--- src/rtl/axi_ic_pkg.sv ---
// Shared definitions for the AXI interconnect B-channel ordering logic.
// Holds the slave count, the "no slave" select code and the select type.
package axi_ic_pkg;

    localparam int NUM_SLV = 5;

    typedef logic [2:0] slv_sel_t;

    localparam slv_sel_t SLV_NONE = 3'b111;

    function automatic logic sel_legal(input slv_sel_t sel);
        return sel < 3'(NUM_SLV);
    endfunction

endpackage

--- src/rtl/ord_fifo.sv ---
// Generic circular FIFO with wrap-bit pointers, occupancy count and a head read port.
// The caller is responsible for never pushing into a full queue without a same-cycle pop.
module ord_fifo #(
    parameter int WIDTH = 9,
    parameter int AW    = 4
) (
    input  logic             clk,
    input  logic             reset,
    input  logic             push_i,
    input  logic             pop_i,
    input  logic [WIDTH-1:0] wdata_i,
    output logic [WIDTH-1:0] rdata_o,
    output logic             full_o,
    output logic             empty_o,
    output logic [AW:0]      count_o
);

    localparam int        DEPTH = 2 ** AW;
    localparam logic [AW:0] PTR_ONE = {{AW{1'b0}}, 1'b1};

    logic [WIDTH-1:0] mem_q [DEPTH];
    logic [AW:0]      wptr_q, wptr_d;
    logic [AW:0]      rptr_q, rptr_d;

    always_comb begin
        wptr_d = wptr_q;
        rptr_d = rptr_q;
        if (push_i) wptr_d = wptr_q + PTR_ONE;
        if (pop_i)  rptr_d = rptr_q + PTR_ONE;
    end

    always_ff @(posedge clk or posedge reset) begin
        if (reset) begin
            wptr_q <= '0;
            rptr_q <= '0;
        end else begin
            wptr_q <= wptr_d;
            rptr_q <= rptr_d;
        end
    end

    // Storage needs no reset: stale entries are unreachable once the pointers clear.
    always_ff @(posedge clk) begin
        if (push_i) mem_q[wptr_q[AW-1:0]] <= wdata_i;
    end

    assign rdata_o = mem_q[rptr_q[AW-1:0]];
    assign empty_o = (wptr_q == rptr_q);
    assign full_o  = (wptr_q[AW] != rptr_q[AW]) && (wptr_q[AW-1:0] == rptr_q[AW-1:0]);
    assign count_o = wptr_q - rptr_q;

endmodule

--- src/rtl/b_resp_order_sched.sv ---
// Write-response ordering scheduler: queues AW targets in issue order and grants the
// B channel only to the slave whose matching response is at the head of that queue.
module b_resp_order_sched
    import axi_ic_pkg::*;
#(
    parameter int sID_width = 6,
    parameter int seq_width = 4,
    parameter int TIMEOUT   = 1024
) (
    input  logic                           clk,
    input  logic                           reset,
    input  logic                           aw_valid_i,
    input  logic                           aw_ready_i,
    input  logic [2:0]                     aw_slv_sel_i,
    input  logic [sID_width-1:0]           aw_id_i,
    output logic                           aw_stall_o,
    input  logic [NUM_SLV-1:0]             s_BVALID_i,
    input  logic [NUM_SLV*sID_width-1:0]   s_BID_i,
    input  logic                           m_BREADY_i,
    output logic [2:0]                     B_slv_sel_o,
    output logic                           B_grant_o,
    output logic                           B_hold_o,
    output logic [seq_width:0]             outstanding_o,
    output logic                           timeout_err_o,
    output logic                           ovf_err_o
);

    typedef struct packed {
        slv_sel_t             sel;
        logic [sID_width-1:0] id;
    } ord_entry_t;

    localparam int               AGE_W   = $clog2(TIMEOUT) + 1;
    localparam logic [AGE_W-1:0] AGE_MAX = AGE_W'(TIMEOUT);
    localparam logic [AGE_W-1:0] AGE_ONE = {{(AGE_W-1){1'b0}}, 1'b1};

    ord_entry_t           head, wentry;
    logic                 full, empty, push, pop, push_req, sel_ok, ovf_set;
    logic                 head_bvalid;
    logic [sID_width-1:0] head_bid;
    logic [AGE_W-1:0]     age_q, age_d;
    logic                 ovf_q, ovf_d;

    assign push_req = aw_valid_i & aw_ready_i;
    assign sel_ok   = sel_legal(aw_slv_sel_i);
    // A full queue still accepts the push when the head pops in the same cycle.
    assign push     = push_req & sel_ok & (~full | pop);
    assign ovf_set  = push_req & (~sel_ok | (full & ~pop));
    assign wentry   = '{sel: aw_slv_sel_i, id: aw_id_i};

    ord_fifo #(
        .WIDTH ($bits(ord_entry_t)),
        .AW    (seq_width)
    ) u_fifo (
        .clk     (clk),
        .reset   (reset),
        .push_i  (push),
        .pop_i   (pop),
        .wdata_i (wentry),
        .rdata_o (head),
        .full_o  (full),
        .empty_o (empty),
        .count_o (outstanding_o)
    );

    always_comb begin
        head_bvalid = 1'b0;
        head_bid    = '0;
        for (int i = 0; i < NUM_SLV; i++) begin
            if (head.sel == 3'(i)) begin
                head_bvalid = s_BVALID_i[i];
                head_bid    = s_BID_i[i*sID_width +: sID_width];
            end
        end
    end

    assign B_slv_sel_o = empty ? SLV_NONE : head.sel;
    assign B_grant_o   = ~empty & head_bvalid & (head_bid == head.id);
    assign B_hold_o    = B_grant_o & ~m_BREADY_i;
    assign pop         = B_grant_o & m_BREADY_i;
    assign aw_stall_o  = full;

    always_comb begin
        age_d = age_q;
        if (pop || empty)        age_d = '0;
        else if (age_q != AGE_MAX) age_d = age_q + AGE_ONE;
        ovf_d = ovf_q | ovf_set;
    end

    always_ff @(posedge clk or posedge reset) begin
        if (reset) begin
            age_q <= '0;
            ovf_q <= 1'b0;
        end else begin
            age_q <= age_d;
            ovf_q <= ovf_d;
        end
    end

    assign timeout_err_o = (age_q == AGE_MAX);
    assign ovf_err_o     = ovf_q;

endmodule

--- config.mk ---
export PLATFORM = sky130hd
export DESIGN_NAME = b_resp_order_sched
export DESIGN_NICKNAME = d
export VERILOG_FILES = /design/src/rtl/axi_ic_pkg.sv /design/src/rtl/ord_fifo.sv /design/src/rtl/b_resp_order_sched.sv
export SDC_FILE = /design/constraint.sdc
export NUM_CORES = 1
export LEC_CHECK = 0
export BUFFER_PORTS_ARGS = -buffer_cell sky130_fd_sc_hd__buf_2
export CORE_MARGIN = 2
export CORE_UTILIZATION = 55
export CTS_CLUSTER_DIAMETER = 80
export DETAILED_ROUTE_END_ITERATION = 10
export GPL_ROUTABILITY_DRIVEN = 0
export HOLD_SLACK_MARGIN = 0.12
export PLACE_DENSITY_LB_ADDON = 0.15
export SKIP_CTS_REPAIR_TIMING = 1
export SYNTH_ARGS = -nofsm -noshare
export SYNTH_HDL_FRONTEND = slang
export SYNTH_HIERARCHICAL = 1
export SYNTH_SLANG_ARGS = --single-unit
--- constraint.sdc ---
create_clock -name clk -period 4.5 [get_ports clk]
set_input_delay 0.9 -clock clk [delete_from_list [all_inputs] [get_ports clk]]
set_output_delay 0.9 -clock clk [all_outputs]
set_load 0.02 [all_outputs]
==> impl_metrics.json <==
{
  "initial_core_util_pct": 56.1,
  "n_antenna_cell": 0,
  "die_h_um": 120,
  "crit_required_ps": 3600,
  "grt_pass1_vias": 4195,
  "cts_made_buffers": 17,
  "antenna_found_initial": 0,
  "root_buffer": "clkbuf_16",
  "drv_cap": 0,
  "slew_headroom_pct": 67.5,
  "instances_no_fill": 740,
  "fin_crit_ps": 4340,
  "critPathCaptureType": "primary output",
  "drive_above_1_share_pct": 33.2,
  "nets": 612,
  "drtAntennaViolNets": 0,
  "cp_data_arrival_time_ps": 3440,
  "nFillCells": 924,
  "grt.total_usage_pct": 23.2,
  "grt_overflow": 0,
  "drc": 0,
  "final.setup.tns_ps": 0,
  "grt_max_degree": 24,
  "drt_iter0_drc": 358,
  "num_vias": 4317,
  "final-hold-violation-count": 0,
  "netlist_area_um2": 7400,
  "drtPass1Iterations": 5,
  "tightest_slew_ps": 486,
  "timing.final.crit_share_pct": 96.5,
  "synth_area_per_cell_um2": 16.7,
  "synthArstFlopShare_pct": 13.3,
  "cellPowerDensity_nw_per_um2": 521,
  "portBuffers": 61,
  "synth_top_flop_cell": "edfxtp_1",
  "rsz0062_at_grt": "true",
  "grt_pass1_wl_um": 24200,
  "placedCellCount": 695,
  "drt_wl_total_um": 15900,
  "core_area_um2": 13200,
  "rrSetupSlack_ps": 360,
  "r2r-end": "u_fifo/mem_q[9][8]",
  "grtUsageMet3_pct": 5.75,
  "busiest_layer": "met2",
  "final_cell_mix": "edfxtp_1, buf_2, mux2i_1",
  "pin_count": 62,
  "clkTransAtPathRegs_ps": 70,
  "p_int_mw": 3.16,
  "clockPowerShare_pct": 28.8,
  "startpoint_type": "flip-flop",
  "hpwl_um": 11100,
  "area_delta_synth_final_pct": 20.4,
  "p_comb_share_pct": 31.2,
  "synth_enable_flop_cells": 144,
  "r2r_cells": 15,
  "path_max_fanout": 8,
  "synthCells": 443,
  "seq_area_frac_synth_pct": 65.9,
  "report.final.slew_viol_count": 0,
  "switching_share_pct": 31.9,
  "h-tree-depth": 4,
  "tritoncts": "yes",
  "insertion_delay_ps": 430,
  "post-route-util_pct": 67.5,
  "synth-warning-count": 6,
  "setup_violations": 0,
  "power.switching_mw": 1.48,
  "routedWlPerCell_um": 21.5,
  "vdd_drop_max_v": 0.000328,
  "rows": 42,
  "fmax_ghz": 0.230,
  "p_leak_nw": 3.48,
  "skew_ps": 11.0,
  "clkSinkCount": 166,
  "dieArea_um2": 14400,
  "crit_type": "flip-flop to primary output",
  "status": "finished clean",
  "reg2reg_from": "u_fifo/rptr_q[0]",
  "cp-startpoint": "u_fifo/rptr_q[0]",
  "hp-class": "primary input to asynchronous set/reset pin",
  "synth_cell_types": 53,
  "use_met2_pct": 36.9,
  "met1_usage_pct": 32.2,
  "via_per_inst": 5.83,
  "sequentialPowerShare_pct": 40.0,
  "final_common_cell": "edfxtp_1",
  "syn_nets": 504,
  "cts.path.max_buffers": 2,
  "ys_ff_latch": 166,
  "place_ws_ps": 123,
  "setup_ws_ps": 157,
  "die_x_um": 120
}
==> worst max-delay path by stage <==
stage | to | slack, ps
final | B_hold_o | 160
after global routing | B_hold_o | -30
after CTS | B_hold_o | -80
after detailed placement | u_fifo/mem_q[0][0] | 120
after global placement | u_fifo/mem_q[0][2] | 220
after floorplan | u_fifo/mem_q[3][0] | 360
==> cell usage after synthesis, types with 9 or more instances <==
cell | n | area [um2]
a32oi_1 | 9 | 78.8
nand3_1 | 10 | 50.1
and2_1 | 17 | 106
edfxtp_1 | 144 | 4320
xor2_1 | 15 | 131
mux2i_1 | 40 | 400
xnor2_1 | 10 | 87.6
inv_1 | 16 | 60.1
a22oi_1 | 9 | 67.6
mux4_2 | 18 | 405
nor3_2 | 9 | 90.1
ha_1 | 11 | 138
dfrtp_1 | 22 | 551
mux4_1 | 9 | 236
o21ai_1 | 9 | 45.0
==> critical path, cell delays in order (launching register included) <==
cell      delay [ps]
dfrtp_4          490
buf_12           150
buf_4            140
mux4_2           330
mux2i_1           90
o21ai_2          320
or3b_4           470
or2_2            300
nand3_1           90
nand4b_1         110
nand3b_1         200
nor3_2           160
buf_4            160
==> routing by layer <==
layer  part of all wire [%]  routed length, um
met3                    6.5               1040
met1                     43               6900
met5                      0                  0
met4                    1.1                177
met2                     49               7810
==> power groups by stage <==
stage                     combinational (mW)  clock [mW]  sequential, mW
after global placement                  1.29           0            1.91
after floorplan                        0.976           0            1.86
after global routing                    1.56        1.43            1.87
after detailed placement                1.31           0            1.91
after CTS                               1.32        1.36            1.88
final                                   1.45        1.34            1.86
==> cell families after synthesis <==
logic type / synth area share, %
and+or+nand+nor: 6.92
DFF: 65.9
adders and majority gates: 2.13
muxes: 14.2
xor gates and xnor gates: 2.96
AOI/OAI and AO/OA: 5.24
buffers and inverters: 2.60
==> per-stage QoR <==
stage	area [um2]	power, mW	hold WS, ps
6_report	8910	4.64	486
5_1_grt	8910	4.86	502
4_1_cts	8720	4.56	472
3_5_place_dp	8180	3.22	476
3_3_place_gp	8180	3.19	448
2_1_floorplan	7400	2.84	462
==> layout make-up <==
type,instances,area [um2],area share [%]
Inverter,18,67.6,0.759
Timing Repair Buffer,107,791,8.88
Multi-Input combinational cell,241,2400,27.0
Clock buffer,18,429,4.82
Tap cell,176,220,2.47
Clock inverter,14,114,1.28
Sequential cell,166,4880,54.8
==> state kept, by name, indices dropped and copies added, names as in the netlist <==
signal / count
age_q: 11
ovf_err_o: 1
u_fifo/mem_q: 144
u_fifo/rptr_q: 5
u_fifo/wptr_q: 5
No activity file was read; power rests on OpenSTA's default activity.
